<file path="config.mk">
export PLATFORM = sky130hd
export DESIGN_NAME = bf_mem_responder
export DESIGN_NICKNAME = d
export VERILOG_FILES = /design/src/rtl/bf_mem_responder.sv
export SDC_FILE = /design/constraint.sdc
export NUM_CORES = 2
export LEC_CHECK = 0
export CORE_ASPECT_RATIO = 0.9
export CORE_MARGIN = 2
export CORE_UTILIZATION = 55
export DETAILED_ROUTE_END_ITERATION = 8
export GPL_ROUTABILITY_DRIVEN = 0
export GPL_TIMING_DRIVEN = 0
export PLACE_DENSITY_LB_ADDON = 0.2
export SETUP_SLACK_MARGIN = 0.05
export SYNTH_ARGS = -nofsm -noshare
export SYNTH_HDL_FRONTEND = slang
export SYNTH_SLANG_ARGS = --single-unit
</file>
<file path="constraint.sdc">
create_clock -name clk -period 22.5 [get_ports clk]
set_clock_uncertainty 0.15 [all_clocks]
set_input_delay 5.625 -clock clk [delete_from_list [all_inputs] [get_ports clk]]
set_output_delay 5.625 -clock clk [all_outputs]
set_load 0.02 [all_outputs]
</file>
<file path="src/rtl/bf_mem_responder.sv">
// Memory-side responder for the bf core's shared 8-bit bus: latches addresses,
// serves snapshot reads, commits writes, and accepts host preloads while the core bus is idle.
module bf_mem_responder #(
  parameter int DEPTH = 256,
  parameter int AW    = 8
) (
  input  logic          clk,
  input  logic          reset,
  input  logic          en,
  input  logic          write,
  input  logic          addr,
  input  logic [7:0]    bus_in,
  output logic [7:0]    bus_out,
  output logic          bus_oe,
  input  logic          load_valid,
  input  logic [AW-1:0] load_addr,
  input  logic [7:0]    load_data,
  output logic          load_ready,
  output logic          proto_err,
  output logic          state_dbg
);

  // Handshake: a load transfers on an edge where load_valid && load_ready are both
  // high; load_ready never depends on load_valid, and the core bus always has priority.

  typedef enum logic {
    IDLE      = 1'b0,
    ADDR_HELD = 1'b1
  } state_t;

  state_t        state, state_next;
  logic [AW-1:0] addr_q;
  logic [7:0]    rdata_q;
  logic [7:0]    mem [DEPTH];

  logic          latch_addr;
  logic          err_set;
  logic          core_we;
  logic          load_we;
  logic          mem_we;
  logic [AW-1:0] mem_waddr;
  logic [7:0]    mem_wdata;
  logic [AW-1:0] bus_idx;

  assign bus_idx   = bus_in[AW-1:0];
  assign state_dbg = state;

  always_comb begin
    state_next = state;
    latch_addr = 1'b0;
    err_set    = 1'b0;
    core_we    = 1'b0;
    if (en) begin
      case (state)
        IDLE: begin
          if (write && addr) begin
            latch_addr = 1'b1;
            state_next = ADDR_HELD;
          end else if (write != addr) begin
            // Data without an address, or an address qualifier without a strobe.
            err_set = 1'b1;
          end
        end
        ADDR_HELD: begin
          if (write && addr) begin
            latch_addr = 1'b1;
          end else if (write) begin
            core_we    = 1'b1;
            state_next = IDLE;
          end else begin
            err_set    = addr;
            state_next = IDLE;
          end
        end
        default: state_next = IDLE;
      endcase
    end
  end

  always_comb begin
    bus_oe     = 1'b0;
    bus_out    = 8'h00;
    load_ready = 1'b0;
    if (!reset) begin
      // Held independent of en so a stalled read phase keeps presenting its data.
      if (state == ADDR_HELD && !write) begin
        bus_oe  = 1'b1;
        bus_out = rdata_q;
      end
      load_ready = (state == IDLE) && !write && !addr;
    end
  end

  assign load_we   = load_valid && load_ready;
  assign mem_we    = !reset && (core_we || load_we);
  assign mem_waddr = core_we ? addr_q : load_addr;
  assign mem_wdata = core_we ? bus_in : load_data;

  always_ff @(posedge clk) begin
    if (reset) begin
      state     <= IDLE;
      addr_q    <= '0;
      rdata_q   <= 8'h00;
      proto_err <= 1'b0;
    end else begin
      state <= state_next;
      if (latch_addr) begin
        addr_q  <= bus_idx;
        rdata_q <= mem[bus_idx];
      end
      if (err_set) begin
        proto_err <= 1'b1;
      end
    end
  end

  always_ff @(posedge clk) begin
    if (mem_we) begin
      mem[mem_waddr] <= mem_wdata;
    end
  end

endmodule

</file>
# ---- Word level (Yosys, flattened, before mapping)
# Memory sizes are Yosys's and may differ from the RTL's. A register that Yosys moved wholly into a read port is not among the register bits.
# Cells that the tools add are included.
dict set report totals {
  register_bits 10
  ramBits 2048
  inputBits 30
  out_inout_bits 12
  wordCells 37
  n_memories 1
}
dict set report op_classes {
  n_eq_ne 1
  mux 21
  n_bitwise 1
  reduce_logical 10
}
# memory depth width rd rd_ports_with_merged_regs write_ports line_no
set mem_list {}
lappend mem_list {mem 256 8 1 1 1 34} ;# logic [7:0] mem [DEPTH];
# operator count
set ops {}
lappend ops {{$mux W8} 4}
lappend ops {{$mux W1} 16}
lappend ops {{$logic_and A1 B1 Y1} 6}
lappend ops {{$logic_not A1 Y1} 3}
lappend ops {{$pmux W1 S2} 1}
lappend ops {{$logic_or A1 B1 Y1} 1}
lappend ops {{$ne A1 B1 Y1} 1}
lappend ops {{$not A1 Y1} 1}

# ---- Longest topological paths before layout
dict set report logic_depth {
  word_depth 9
  depth_mapped 12
  depth_no_buf 8
}

# ---- Least setup slack after synthesis
# Ideal clock, no wire load.
dict set report synth_path {
  path_kind {input-to-reg}
  startpoint {in en}
  endpoint {mem mem[0][2], data pin}
  setup_time_ns 2.188
  t_arrival_ns 16.438
  required_time_ns 20.162
  slack_ns 3.724
  cell_stages 5
  path_buffers 3
  path_cell_list {clkbuf_1 > nand3_1 > clkbuf_1 > clkbuf_1 > o21ai_0}
}
dict set report synth_between {
  elab_chain_len 2
}
# item line_no
set synth_lines {}
lappend synth_lines {{start, declared} 9} ;# input logic en,
lappend synth_lines {{$mux W1} 53} ;# if (en) begin
lappend synth_lines {{$mux W8} 97} ;# assign mem_wdata = core_we ? bus_in : load_data;
lappend synth_lines {{named net mem_wdata[2]} 42} ;# logic [7:0] mem_wdata;
lappend synth_lines {{end, declared} 34}
# The timed path passes the listed nets, and every way through them passes these cells.

# ---- Worst setup path in the final report
dict set report layout_path {
  startpoint {in reset}
  endpoint {out bus_out[2]}
}
dict set report layout_between {
  elab_chain_len 1
}
# item line_no
set layout_lines {}
lappend layout_lines {{start, declared} 8} ;# input logic reset,
lappend layout_lines {{$mux W8} 84} ;# if (!reset) begin
lappend layout_lines {{end, declared} 13} ;# output logic [7:0] bus_out,
# No other way between the ends.

==> impl_metrics.env <==
export IMPL_seq_area_frac_synth_pct=76.4
export IMPL_start_util_pct=55.4
export IMPL_period_share_pct=62.6
export IMPL_h_tree_depth=4
export IMPL_synthSimpleGateAreaFrac_pct=3.11
export IMPL_async_flop_share_pct=0
export IMPL_ys_top_cells_by_area="edfxtp_1 (76%), mux4_2 (12%), mux2i_1 (2.7%), nor2_1 (1.4%), o221ai_1 (0.98%)"
export IMPL_die_h_um=368
export IMPL_maxSlewHeadroom_pct=-9.54
export IMPL_clk_latency_ns=0.84
export IMPL_synth_avg_cell_area_um2=20.6
export IMPL_p_leak_uw=0.0286
export IMPL_synth_edff_count=2048
export IMPL_syn2layout_area_growth_pct=12.7
export IMPL_syn_instance_count=3932
export IMPL_cts_tree="built"
export IMPL_first_global_vias=41534
export IMPL_synth_compound_area_share_pct=3.49
export IMPL_finalSetupViolCount=0
export IMPL_clock_path_buffers=3
export IMPL_critical_path_class="input pin to output pin"
export IMPL_yosys_area_top_type_share_pct=76.0
export IMPL_syn_num_nets=3965
export IMPL_finalWorstSetupSlack_ns=8.42
export IMPL_fillers=10161
export IMPL_synthFlopType="edfxtp_1"
export IMPL_yosysUniqueCellTypes=56
export IMPL_drive_above_1_share_pct=20.7
export IMPL_max_freq_ghz=0.0710
export IMPL_numCtsBuffers=197
export IMPL_synth_top_family_by_area="multiplexers"
export IMPL_portBuffers=37
export IMPL_grt_start_max_net_pins=95
export IMPL_drc=0
export IMPL_grt_remaining_overflow=0
export IMPL_synth_fa_ha_area_share_pct=0.0464
export IMPL_synth_area_leader_cell="edfxtp_1"
export IMPL_wl_per_cell_um=39.4
export IMPL_core_mm2=0.146
export IMPL_drv_cap=7
export IMPL_drt_iter0_markers=8367
export IMPL_viasPerCell=6.97
export IMPL_worstMarginPinSlew_ns=1.64
export IMPL_fp_dieArea_mm2=0.150
export IMPL_cp_max_fo=10
export IMPL_violations="max-capacitance violations, max-slew violations"
export IMPL_layoutNonFillerInstCount=6331
export IMPL_reg2reg_slack_ns=17.65
export IMPL_grt_pass1_wl_um=338000
export IMPL_ios=42
export IMPL_cp_arrival_ns=8.31
export IMPL_min_period_ns=14.08
export IMPL_post_cts_repair_setup_buffers=0
export IMPL_worstPathRequired_ns=16.73
export IMPL_fp_row_count=133
export IMPL_vdd_drop_max_mv=0.0835
export IMPL_antenna_found_initial=11
export IMPL_dp_slack_ns=8.67
export IMPL_cp_start_kind="input pin"
export IMPL_vias=44121
export IMPL_clock_sinks=2066
export IMPL_ys_seq_elements=2066
export IMPL_drtAntennaViolNets=0
export IMPL_hp_class="flop to flop"
export IMPL_dp_cells=5968
export IMPL_post_cts_resized=0
export IMPL_worst_setup_path_end_kind="output pin"
export IMPL_dp_hpwl_um=172000
export IMPL_clock_root_buffer="clkbuf_16"
export IMPL_layout_nets=4243
export IMPL_hold_viol_final=0
export IMPL_slew_violations=60
export IMPL_track_usage_pct=33.2
export IMPL_run_status="finished with violations"
export IMPL_synth_area_mm2=0.0809
export IMPL_rsz0062_at_grt="false"
export IMPL_synth_area_mux_share_pct=14.9
export IMPL_synthXorXnorAreaFrac_pct=0
export IMPL_ctsHoldBuffers=0
export IMPL_yosys_warnings=0
export IMPL_hold_worst_slack_ns=0.356
export IMPL_die_w_um=408
export IMPL_drt_first_pass_iters=9
export IMPL_finalWirelength_um=250000
export IMPL_post_route_util_pct=62.4
export IMPL_power_density_mw_per_mm2=88.2
export IMPL_cts_clk_slew_worst_paths_ns=0.06
## power breakdown
| group | switching [uW] | internal, uW |
|---|---|---|
| clock | 1440 | 1900 |
| sequential | 1.31 | 4230 |
| combinational | 321 | 150 |
## cell families (layout without fill, tap and decap cells)
kind of cell	after synthesis	in the layout
compound gates	387	387
mux	658	658
simple gates	582	582
other cells	0	3
flops	2066	2066
fa+ha+maj	3	3
buf+inv	236	675
## Yosys cell counts, drive strengths merged (14+ instances only)
library cell	count
a22oi	28
a21oi	79
mux4	432
mux2i	219
a221oi	23
a211oi	14
nand2	118
buf	132
a22o	26
o221ai	97
o22ai	67
nand3b	18
edfxtp	2048
clkbuf	98
dfxtp	18
nand3	42
o21ai	27
nor2	312
nor3	28
## cell type report
type | count | area, um^2 | area share, %
Sequential cell | 2066 | 61900 | 67.8
Multi-Input combinational cell | 1630 | 17500 | 19.2
Clock buffer | 252 | 5290 | 5.79
Tap cell | 1957 | 2450 | 2.68
Buffer | 230 | 1660 | 1.82
Timing Repair Buffer | 79 | 1310 | 1.43
Clock inverter | 108 | 1110 | 1.21
Inverter | 6 | 22.5 | 0.0247
Antenna cell | 3 | 7.51 | 0.00823
## layout by cell type (no fill, tap or decap), types with 20 or more instances in the layout
| master | instances |
|---|---|
| a21oi_1 | 79 |
| a221oi_1 | 22 |
| a22o_1 | 26 |
| a22oi_1 | 28 |
| buf_12 | 44 |
| buf_2 | 55 |
| buf_6 | 39 |
| bufinv_16 | 21 |
| clkbuf_1 | 132 |
| clkbuf_16 | 204 |
| clkdlybuf4s50_1 | 37 |
| clkinv_1 | 44 |
| clkinv_2 | 30 |
| edfxtp_1 | 2048 |
| mux2i_1 | 219 |
| mux4_2 | 424 |
| nand2_1 | 114 |
| nand3_1 | 42 |
| nor2_1 | 311 |
| nor3_1 | 28 |
| o21ai_0 | 20 |
| o221ai_1 | 91 |
| o22ai_1 | 67 |
## path summary, 6_finish.rpt
check                     end  startpoint  cells past startpoint
setup / recovery   bus_out[2]       reset                      6
setup reg to reg  mem[255][1]   state_dbg                      7
hold reg to reg     proto_err   proto_err                      2
hold / removal      proto_err   proto_err                      2
## state kept, by name, summed over array words and instances (netlist names)
register / flops
addr_q: 8
state_dbg: 1
rdata_q: 8
proto_err: 1
mem: 2048
## layer usage
layer	routed length [um]	share of wire (%)	track usage (%)	vias to the layer above
li1	-	-	-	16996
met1	91500	37	46.8	22872
met2	107000	43	47.2	3583
met3	37400	15	11.8	652
met4	13300	5.3	14.5	18
met5	122	0.049	0	-
## through the flow
| step | cell area (um^2) | power (uW) | setup TNS, ns |
|---|---|---|---|
| 2_1_floorplan | 80900 | 4590 | 0 |
| 3_3_place_gp | 83800 | 4820 | -9905.01 |
| 3_5_place_dp | 84800 | 4770 | 0 |
| 4_1_cts | 91200 | 8020 | 0 |
| 5_1_grt | 91200 | 8190 | 0 |
| 6_report | 91200 | 8040 | 0 |
## worst max-delay path, cell delays in order
cell and delay [ns]:
clkdlybuf4s50_1 0.44, clkbuf_1 0.49, nor3b_2 0.41, buf_6 0.25, and2_1 0.39, clkdlybuf4s50_1 0.69
Note: power is estimated with default switching activity, not from simulation.
